## src/rtl/instruction_loader_if.sv

```systemverilog
// Bus between the byte source / instruction memory side and the program loader.
// The loader sits on the slave modport; the driver of start/rx bytes uses master.
interface instruction_loader_if #(
    parameter int len_addr = 11,
    parameter int len_data = 32
);
    logic                start;
    logic                rx_done;
    logic [7:0]          rx_data;
    logic                mem_wr;
    logic [len_addr-1:0] mem_addr;
    logic [len_data-1:0] mem_data;
    logic                busy;
    logic                done;
    logic                full;
    logic [len_addr:0]   word_count;

    modport master (
        output start, rx_done, rx_data,
        input  mem_wr, mem_addr, mem_data, busy, done, full, word_count
    );

    modport slave (
        input  start, rx_done, rx_data,
        output mem_wr, mem_addr, mem_data, busy, done, full, word_count
    );
endinterface

```

## src/rtl/instruction_loader.sv

```systemverilog
// Assembles a UART byte stream (MSB first) into 32-bit words and writes them to
// sequential instruction-memory addresses until a HALT word or the last address.
module instruction_loader #(
    parameter int len_addr  = 11,
    parameter int len_data  = 32,
    parameter int ram_depth = 2048
) (
    input  logic               clk,
    input  logic               reset,
    instruction_loader_if.slave bus
);
    typedef enum logic [1:0] {
        S_IDLE,
        S_COLLECT,
        S_WRITE,
        S_DONE
    } state_t;

    localparam logic [len_addr-1:0] LAST_ADDR = len_addr'(ram_depth - 1);

    state_t              r_state;
    logic [1:0]          r_byte_cnt;
    logic                r_mem_wr;
    logic [len_addr-1:0] r_mem_addr;
    logic [len_data-1:0] r_mem_data;
    logic                r_busy;
    logic                r_done;
    logic                r_full;
    logic [len_addr:0]   r_word_count;

    logic                w_halt;
    logic                w_last;
    logic [len_data-1:0] w_shifted;

    assign w_halt    = (r_mem_data[len_data-1 -: 6] == 6'b111111);
    assign w_last    = (r_mem_addr == LAST_ADDR);
    assign w_shifted = {r_mem_data[len_data-9:0], bus.rx_data};

    always_ff @(posedge clk) begin
        if (reset) begin
            r_state      <= S_IDLE;
            r_byte_cnt   <= 2'd0;
            r_mem_wr     <= 1'b0;
            r_mem_addr   <= '0;
            r_mem_data   <= '0;
            r_busy       <= 1'b0;
            r_done       <= 1'b0;
            r_full       <= 1'b0;
            r_word_count <= '0;
        end else begin
            r_mem_wr <= 1'b0;
            case (r_state)
                S_IDLE, S_DONE: begin
                    // A byte arriving alongside start is deliberately dropped.
                    if (bus.start) begin
                        r_state      <= S_COLLECT;
                        r_mem_addr   <= '0;
                        r_word_count <= '0;
                        r_byte_cnt   <= 2'd0;
                        r_full       <= 1'b0;
                        r_busy       <= 1'b1;
                        r_done       <= 1'b0;
                    end
                end
                S_COLLECT: begin
                    if (bus.rx_done) begin
                        r_mem_data <= w_shifted;
                        r_byte_cnt <= r_byte_cnt + 2'd1;
                        if (r_byte_cnt == 2'd3) begin
                            r_state  <= S_WRITE;
                            r_mem_wr <= 1'b1;
                        end
                    end
                end
                S_WRITE: begin
                    r_word_count <= r_word_count + 1'b1;
                    if (w_halt || w_last) begin
                        r_state <= S_DONE;
                        r_full  <= ~w_halt;
                        r_busy  <= 1'b0;
                        r_done  <= 1'b1;
                    end else begin
                        r_state    <= S_COLLECT;
                        r_mem_addr <= r_mem_addr + 1'b1;
                        // Byte counter already wrapped to 0, so this byte becomes byte 0.
                        if (bus.rx_done) begin
                            r_mem_data <= w_shifted;
                            r_byte_cnt <= r_byte_cnt + 2'd1;
                        end
                    end
                end
                default: r_state <= S_IDLE;
            endcase
        end
    end

    assign bus.mem_wr     = r_mem_wr;
    assign bus.mem_addr   = r_mem_addr;
    assign bus.mem_data   = r_mem_data;
    assign bus.busy       = r_busy;
    assign bus.done       = r_done;
    assign bus.full       = r_full;
    assign bus.word_count = r_word_count;
endmodule

```

## src/flat_wrapper.sv

```systemverilog
// flat-port wrapper written by rule: the top's interface ports become plain ports
module instruction_loader_flat 
#(
    parameter int len_addr  = 11,
    parameter int len_data  = 32,
    parameter int ram_depth = 2048
)
  (clk, reset, bus_start, bus_rx_done, bus_rx_data, bus_mem_wr, bus_mem_addr, bus_mem_data, bus_busy, bus_done, bus_full, bus_word_count);
  instruction_loader_if #(.len_addr(len_addr), .len_data(len_data)) bus_i ();
  input  logic clk;
  input  logic reset;
  input wire logic [$bits(bus_i.start)-1:0] bus_start;
  input wire logic [$bits(bus_i.rx_done)-1:0] bus_rx_done;
  input wire logic [$bits(bus_i.rx_data)-1:0] bus_rx_data;
  output wire logic [$bits(bus_i.mem_wr)-1:0] bus_mem_wr;
  output wire logic [$bits(bus_i.mem_addr)-1:0] bus_mem_addr;
  output wire logic [$bits(bus_i.mem_data)-1:0] bus_mem_data;
  output wire logic [$bits(bus_i.busy)-1:0] bus_busy;
  output wire logic [$bits(bus_i.done)-1:0] bus_done;
  output wire logic [$bits(bus_i.full)-1:0] bus_full;
  output wire logic [$bits(bus_i.word_count)-1:0] bus_word_count;
  assign bus_i.start = bus_start;
  assign bus_i.rx_done = bus_rx_done;
  assign bus_i.rx_data = bus_rx_data;
  assign bus_mem_wr = bus_i.mem_wr;
  assign bus_mem_addr = bus_i.mem_addr;
  assign bus_mem_data = bus_i.mem_data;
  assign bus_busy = bus_i.busy;
  assign bus_done = bus_i.done;
  assign bus_full = bus_i.full;
  assign bus_word_count = bus_i.word_count;
  instruction_loader #(.len_addr(len_addr), .len_data(len_data), .ram_depth(ram_depth)) u_core (.clk(clk), .reset(reset), .bus(bus_i));
endmodule
```

## config.mk

```make
export PLATFORM = sky130hd
export DESIGN_NAME = instruction_loader_flat
export DESIGN_NICKNAME = d
export VERILOG_FILES = /design/src/rtl/instruction_loader_if.sv /design/src/rtl/instruction_loader.sv /design/src/flat_wrapper.sv
export SDC_FILE = /design/constraint.sdc
export NUM_CORES = 1
export LEC_CHECK = 0
export BUFFER_PORTS_ARGS = -buffer_cell sky130_fd_sc_hd__buf_4
export CORE_AREA = 5 5 109 111
export CTS_BUF_LIST = sky130_fd_sc_hd__clkbuf_16
export DETAILED_ROUTE_END_ITERATION = 6
export DIE_AREA = 0 0 114 116
export HOLD_SLACK_MARGIN = 0.15
export MAX_ROUTING_LAYER = met4
export SKIP_CTS_REPAIR_TIMING = 1
export SLEW_MARGIN = 20
export SYNTH_ARGS = -nofsm -noshare
export SYNTH_HDL_FRONTEND = slang
export SYNTH_SLANG_ARGS = --single-unit
```

## constraint.sdc

```tcl
create_clock -name clk -period 1.83 [get_ports clk]
set_input_delay 0.183 -clock clk [delete_from_list [all_inputs] [get_ports clk]]
set_output_delay 0.183 -clock clk [all_outputs]
set_load 0.005 [all_outputs]
```

Word level (Yosys, flattened, before mapping)
Index checks and enable logic that the tools add are counted.

Equality and inequality tests: 11. Reductions and logical operators: 12. Mux-type cells: 26. Add/sub/neg operators: 3. Bitwise gates (word level): 3.

Operators with widths (number): $mux 32 (2); $pmux 32 s2 (1); $pmux 12 s2 (1); $mux 11 (2); $pmux 11 s2 (1); $mux 2 (7); $add 12x1->12 const B (1); $mux 12 (1); $pmux 2 s3 (2); $add 11x1->11 const B (1); $eq 11x11->1 const B (1); $reduce_and 3->1 (3); $eq 2x2->1 const B (3); $eq 6x6->1 const B (1); $mux 1 (6); $ne 2x2->1 const B (3); $pmux 1 s2 (3); $reduce_and 2->1 (3); $ne 2x1->1 const B (2); $reduce_bool 2->1 (2); $not 1->1 (3); $reduce_or 3->1 (1); $add 2x1->2 const B (1); $eq 2x1->1 const B (1); other kinds (3) (3).

Register bits: 63. Output and inout bits: 59. Bits of input ports: 12.

Longest topological paths before layout
Depth in word-level cells: 4. Depth in mapped cells: 8. Gate-level depth less buffers: 6.

Worst setup path before layout
Ideal clock, no wire load.

Path kind: register to register. Start: register u_core.r_state[0]. End: register u_core.r_word_count[9], in the netlist u_core.bus.word_count[9]. Period minus slack after synthesis: 1.784 ns. Path buffers: 1. Arrival time: 1.714 ns. Stages on the path, launching flop included: 8. Data required time: 1.759 ns. Path slack: 0.046 ns. Cells stage by stage: dfxtp_1 > inv_1 > ha_1 > buf_4 > mux2_4 > nand2b_2 > or4b_1 > a21oi_1.

Longest elaborated chain between the ends: 4. Elaborated cells on any way between the ends: 8. Those cells by class: 3 x eq/ne; 1 x mux; 4 x reduce/logical.

Ends and longest elaborated chain: from (decl) (RTL line instruction_loader.sv:21) `state_t r_state;`; from (signal assigned) (RTL line instruction_loader.sv:41) `r_state <= S_IDLE;`; from (signal assigned) (RTL line instruction_loader.sv:56) `r_state <= S_COLLECT;`; from (signal assigned) (RTL line instruction_loader.sv:70) `r_state <= S_WRITE;`; $eq 2x2->1 or $logic_not 2->1 (tied branches) (RTL line instruction_loader.sv:52) `case (r_state)`; $reduce_or 2->1 (RTL line instruction_loader.sv:52); $ne 2x2->1 (no line) or $reduce_bool 2->1 (tied branches); $reduce_and 2->1 (no line); to (signal assigned) (RTL line instruction_loader.sv:76) `r_word_count <= r_word_count + 1'b1;`; to (decl) (RTL line instruction_loader.sv:29) `logic [len_addr:0] r_word_count;`.

Several ways; a longest one is shown, not always the timed one. A chain may end at the register's enable or synchronous reset.

Worst setup path after layout
Same ends and word-level chain as after synthesis.

==> summary.json <==
{
  "worstMarginPinSlew": {"value": 0.601, "unit": "ns"},
  "internal_power_contribution": {"value": 0.00255, "unit": "W"},
  "synth_top_flop_cell": {"value": "sky130_fd_sc_hd__dfxtp_1"},
  "htreeDepth": {"value": 3},
  "worstHoldPathType": {"value": "input port to flop"},
  "worst_hold_startpoint": {"value": "bus_rx_data[6]"},
  "globalRouteOverflowTotal": {"value": 0},
  "first_iter_violations": {"value": 121},
  "placeableCoreArea": {"value": 0.0107, "unit": "sq mm"},
  "timing.clock.skew": {"value": 0.00785, "unit": "ns"},
  "routabilityCongestion": {"value": 0.818},
  "drt-total-wl": {"value": 8.44, "unit": "mm"},
  "layout-drive-gt1-share": {"value": 0.336},
  "run_status": {"value": "complete, no violations"},
  "finish.net_count": {"value": 453},
  "mean_syn_cell_area": {"value": 9.47, "unit": "sq um"},
  "insertedDiodeCount": {"value": 0},
  "worstSetupStartpointType": {"value": "flop"},
  "critical_path.reg2reg.startpoint": {"value": "u_core.r_state[0]"},
  "netlist_instances": {"value": 330},
  "floorplan.initialDensity": {"value": 0.292},
  "power.static_leakage": {"value": 1.76, "unit": "nW"},
  "timing.critical_path.required": {"value": 2.08, "unit": "ns"},
  "yosysWarningCount": {"value": 0},
  "clock_latency_on_the_worst_skew_pair": {"value": 0.32, "unit": "ns"},
  "die_width": {"value": 114, "unit": "um"},
  "vias": {"value": 2833},
  "crit_path_max_incr_delay": {"value": 0.50, "unit": "ns"},
  "placement_rows": {"value": 38},
  "regArea": {"value": 0.00126, "unit": "sq mm"},
  "tns": {"value": 0, "unit": "ns"},
  "holdPathStages": {"value": 3},
  "synth.distinct_cells": {"value": 55},
  "clock_power_share": {"value": 0.445},
  "synth_sequential_area_ratio": {"value": 0.404},
  "synthesis.area": {"value": 0.00312, "unit": "sq mm"},
  "cts_tree": {"value": "yes"},
  "largest_area_contributor_in_the_synthesized_netlist": {"value": "sky130_fd_sc_hd__dfxtp_1"},
  "antenna_found_initial": {"value": 0},
  "relSlewSlack": {"value": 0.599},
  "synth.area.top_cells": {"value": "sky130_fd_sc_hd__dfxtp_1 40%, sky130_fd_sc_hd__mux2i_1 11%, sky130_fd_sc_hd__nand2b_1 8.4%"},
  "dieArea": {"value": 0.0132, "unit": "sq mm"},
  "clockRootBuffer": {"value": "sky130_fd_sc_hd__clkbuf_16"},
  "worst_setup_path_end_kind": {"value": "flop"},
  "place.port_buffers": {"value": 70},
  "path_delay_family": {"value": "simple AND/OR/NAND/NOR gates"},
  "pwr-share-comb": {"value": 0.136},
  "end_point_of_the_most_critical_hold_path": {"value": "u_core.bus.mem_data[6]"},
  "fill_cells": {"value": 1086},
  "clock_transition_at_the_registers_of_the_reported_paths": {"value": 0.06, "unit": "ns"},
  "drv_slew": {"value": 0},
  "grt_setup_unrepaired": {"value": "false"},
  "final_cell_mix": {"value": "105 x sky130_fd_sc_hd__buf_4, 61 x sky130_fd_sc_hd__dfxtp_1, 42 x sky130_fd_sc_hd__nand2b_1"},
  "worstPathBufferInverterCount": {"value": 1},
  "boundaryPins": {"value": 71},
  "final_cycle_share": {"value": 0.960},
  "grt_start_max_net_pins": {"value": 72},
  "setup_viol": {"value": 0},
  "power.share.switching": {"value": 0.249},
  "worst_reg2reg_endpoint": {"value": "u_core.bus.word_count[9]"},
  "synth_nets": {"value": 347},
  "cts-root-to-sink-buffers": {"value": 2},
  "timing.critical_path.cells": {"value": "inv_1, ha_4, mux2_4, nand2b_2, or4b_1, a21oi_1"},
  "hold_viol": {"value": 0},
  "synth-async-reset-ratio": {"value": 0},
  "first_pass_iters": {"value": 4},
  "power_frac_seq": {"value": 0.419},
  "global_route_total_usage_across_every_layer": {"value": 0.128},
  "multi_input_area": {"value": 0.00178, "unit": "sq mm"},
  "power.density_cell_area": {"value": 767, "unit": "mW/mm^2"},
  "maxCapViolations": {"value": 0},
  "r2r_slack": {"value": 0.07, "unit": "ns"},
  "worstPathMaxFanout": {"value": 12},
  "dp.final_hpwl": {"value": 5.69, "unit": "mm"},
  "grt_pass1_vias": {"value": 2762},
  "critical-path-slowest-cell": {"value": "sky130_fd_sc_hd__or4b_1"},
  "r2r.worst_path.cells": {"value": 6},
  "detail_routed_via_count_per_cell": {"value": 4.88},
  "synth_edf_count": {"value": 0},
  "routedWlPerCell": {"value": 14.6, "unit": "um"},
  "layout_min_cycle_time": {"value": 1.76, "unit": "ns"},
  "number_of_synthesized_register_bits": {"value": 63},
  "worst-endpoint-arrival": {"value": 2.01, "unit": "ns"},
  "cts_num_sinks": {"value": 63},
  "drt_drc_violations_left": {"value": 0},
  "netlist.area_leader.share": {"value": 0.404},
  "netSwitchingPower": {"value": 0.000845, "unit": "W"},
  "setup.worst_path.class": {"value": "flop to flop"},
  "number_of_nets_still_failing_antenna_checks_after_routing": {"value": 0},
  "layout.cells.most_common": {"value": "sky130_fd_sc_hd__buf_4"},
  "fmax": {"value": 569, "unit": "MHz"},
  "maximum_resistive_drop_on_vdd": {"value": 0.453, "unit": "mV"},
  "die_height": {"value": 116, "unit": "um"},
  "first_pass_grt_wire_length": {"value": 13.4, "unit": "mm"},
  "cts_made_buffers": {"value": 9},
  "final.hold.worst_slack": {"value": 0.130, "unit": "ns"},
  "area_delta_synth_final": {"value": 41.8, "unit": "%"}
}
## synth_stat cells (4+ instances only)
cell,n
sky130_fd_sc_hd__nand2b_1,42
sky130_fd_sc_hd__and3_1,4
sky130_fd_sc_hd__o211ai_1,6
sky130_fd_sc_hd__inv_1,7
sky130_fd_sc_hd__buf_2,5
sky130_fd_sc_hd__or3_1,4
sky130_fd_sc_hd__xor2_1,4
sky130_fd_sc_hd__dfxtp_1,63
sky130_fd_sc_hd__clkbuf_1,9
sky130_fd_sc_hd__nand3_1,10
sky130_fd_sc_hd__ha_1,5
sky130_fd_sc_hd__nor3_1,4
sky130_fd_sc_hd__nor2_1,12
sky130_fd_sc_hd__nand4_1,8
sky130_fd_sc_hd__mux2i_1,35
sky130_fd_sc_hd__nand3b_1,7
sky130_fd_sc_hd__a31oi_1,5
sky130_fd_sc_hd__nand2_1,24
sky130_fd_sc_hd__o21ai_0,5
sky130_fd_sc_hd__a21oi_1,12
## metal layers
layer  GRT usage  share of wire
met2       0.195           0.44
met4      0.0372          0.011
met5           -              0
met3      0.0527          0.085
met1       0.155           0.46
## worst register-to-register path, stage by stage (launching register included)
cell and delay (ns):
sky130_fd_sc_hd__dfxtp_2 0.32, sky130_fd_sc_hd__inv_1 0.06, sky130_fd_sc_hd__ha_4 0.25, sky130_fd_sc_hd__mux2_4 0.29
sky130_fd_sc_hd__nand2b_2 0.11, sky130_fd_sc_hd__or4b_1 0.50, sky130_fd_sc_hd__a21oi_1 0.15
## state kept, by name, summed over array words and instances (netlist names), 2 cells and up
name                   cells
u_core.bus.mem_data       32
u_core.bus.word_count     12
u_core.bus.mem_addr       11
u_core.r_byte_cnt          2
u_core.r_state             2
## logic make-up (layout without fill, tap and decap cells)
group,after synthesis,count (layout),synth area share
and+or+nand+nor,137,137,0.259
DFF,63,63,0.404
AOI/OAI and AO/OA,54,55,0.130
muxes,38,38,0.125
buffers and inverters,27,136,0.0453
xor gates and xnor gates,6,6,0.0168
adders and majority gates,5,5,0.0200
## layout make-up
cell class              instances  share of cell area
inverters                       7             0.00593
repair buffers                114               0.208
clock buffers                   9              0.0508
multi-input cells             241               0.402
clock inverters                 6             0.00876
flip-flops and latches         63               0.285
well taps                     140              0.0395
## through the flow
stage | total power (W) | utilization | worst slack [ns] | instances | cell area [sq um]
2_1_floorplan | 0.00170 | - | 0.0456 | 330 | 3120
3_3_place_gp | 0.00184 | 0.373 | -0.133 | 555 | 3990
3_5_place_dp | 0.00185 | 0.373 | -0.194 | 555 | 3990
4_1_cts | 0.00338 | 0.397 | -0.181 | 570 | 4250
5_1_grt | 0.00353 | 0.414 | 0.000294 | 580 | 4430
6_report | 0.00340 | 0.414 | 0.0734 | 580 | 4430
## worst max-delay path by stage
stage / start / to / cells past startpoint / slack, ns
after detailed placement: u_core.bus.mem_addr[0] / u_core.bus.mem_data[10] / 5 / -0.19
after floorplan: u_core.r_state[0] / u_core.bus.word_count[9] / 7 / 0.05
after CTS: u_core.bus.mem_addr[0] / u_core.bus.mem_data[10] / 5 / -0.18
final: u_core.r_state[0] / u_core.bus.word_count[9] / 6 / 0.07
after global placement: u_core.bus.mem_addr[0] / u_core.bus.mem_data[26] / 5 / -0.13
after global routing: u_core.r_state[0] / u_core.bus.word_count[9] / 7 / 0.0003
## power groups by stage
stage,clock [W],combinational (W),sequential (W)
after floorplan,0,0.000252,0.00145
after global placement,0,0.000395,0.00145
after detailed placement,0,0.000401,0.00145
after CTS,0.00156,0.000402,0.00142
after global routing,0.00161,0.000498,0.00143
final,0.00151,0.000462,0.00142
No activity file was read; power rests on OpenSTA's default activity.
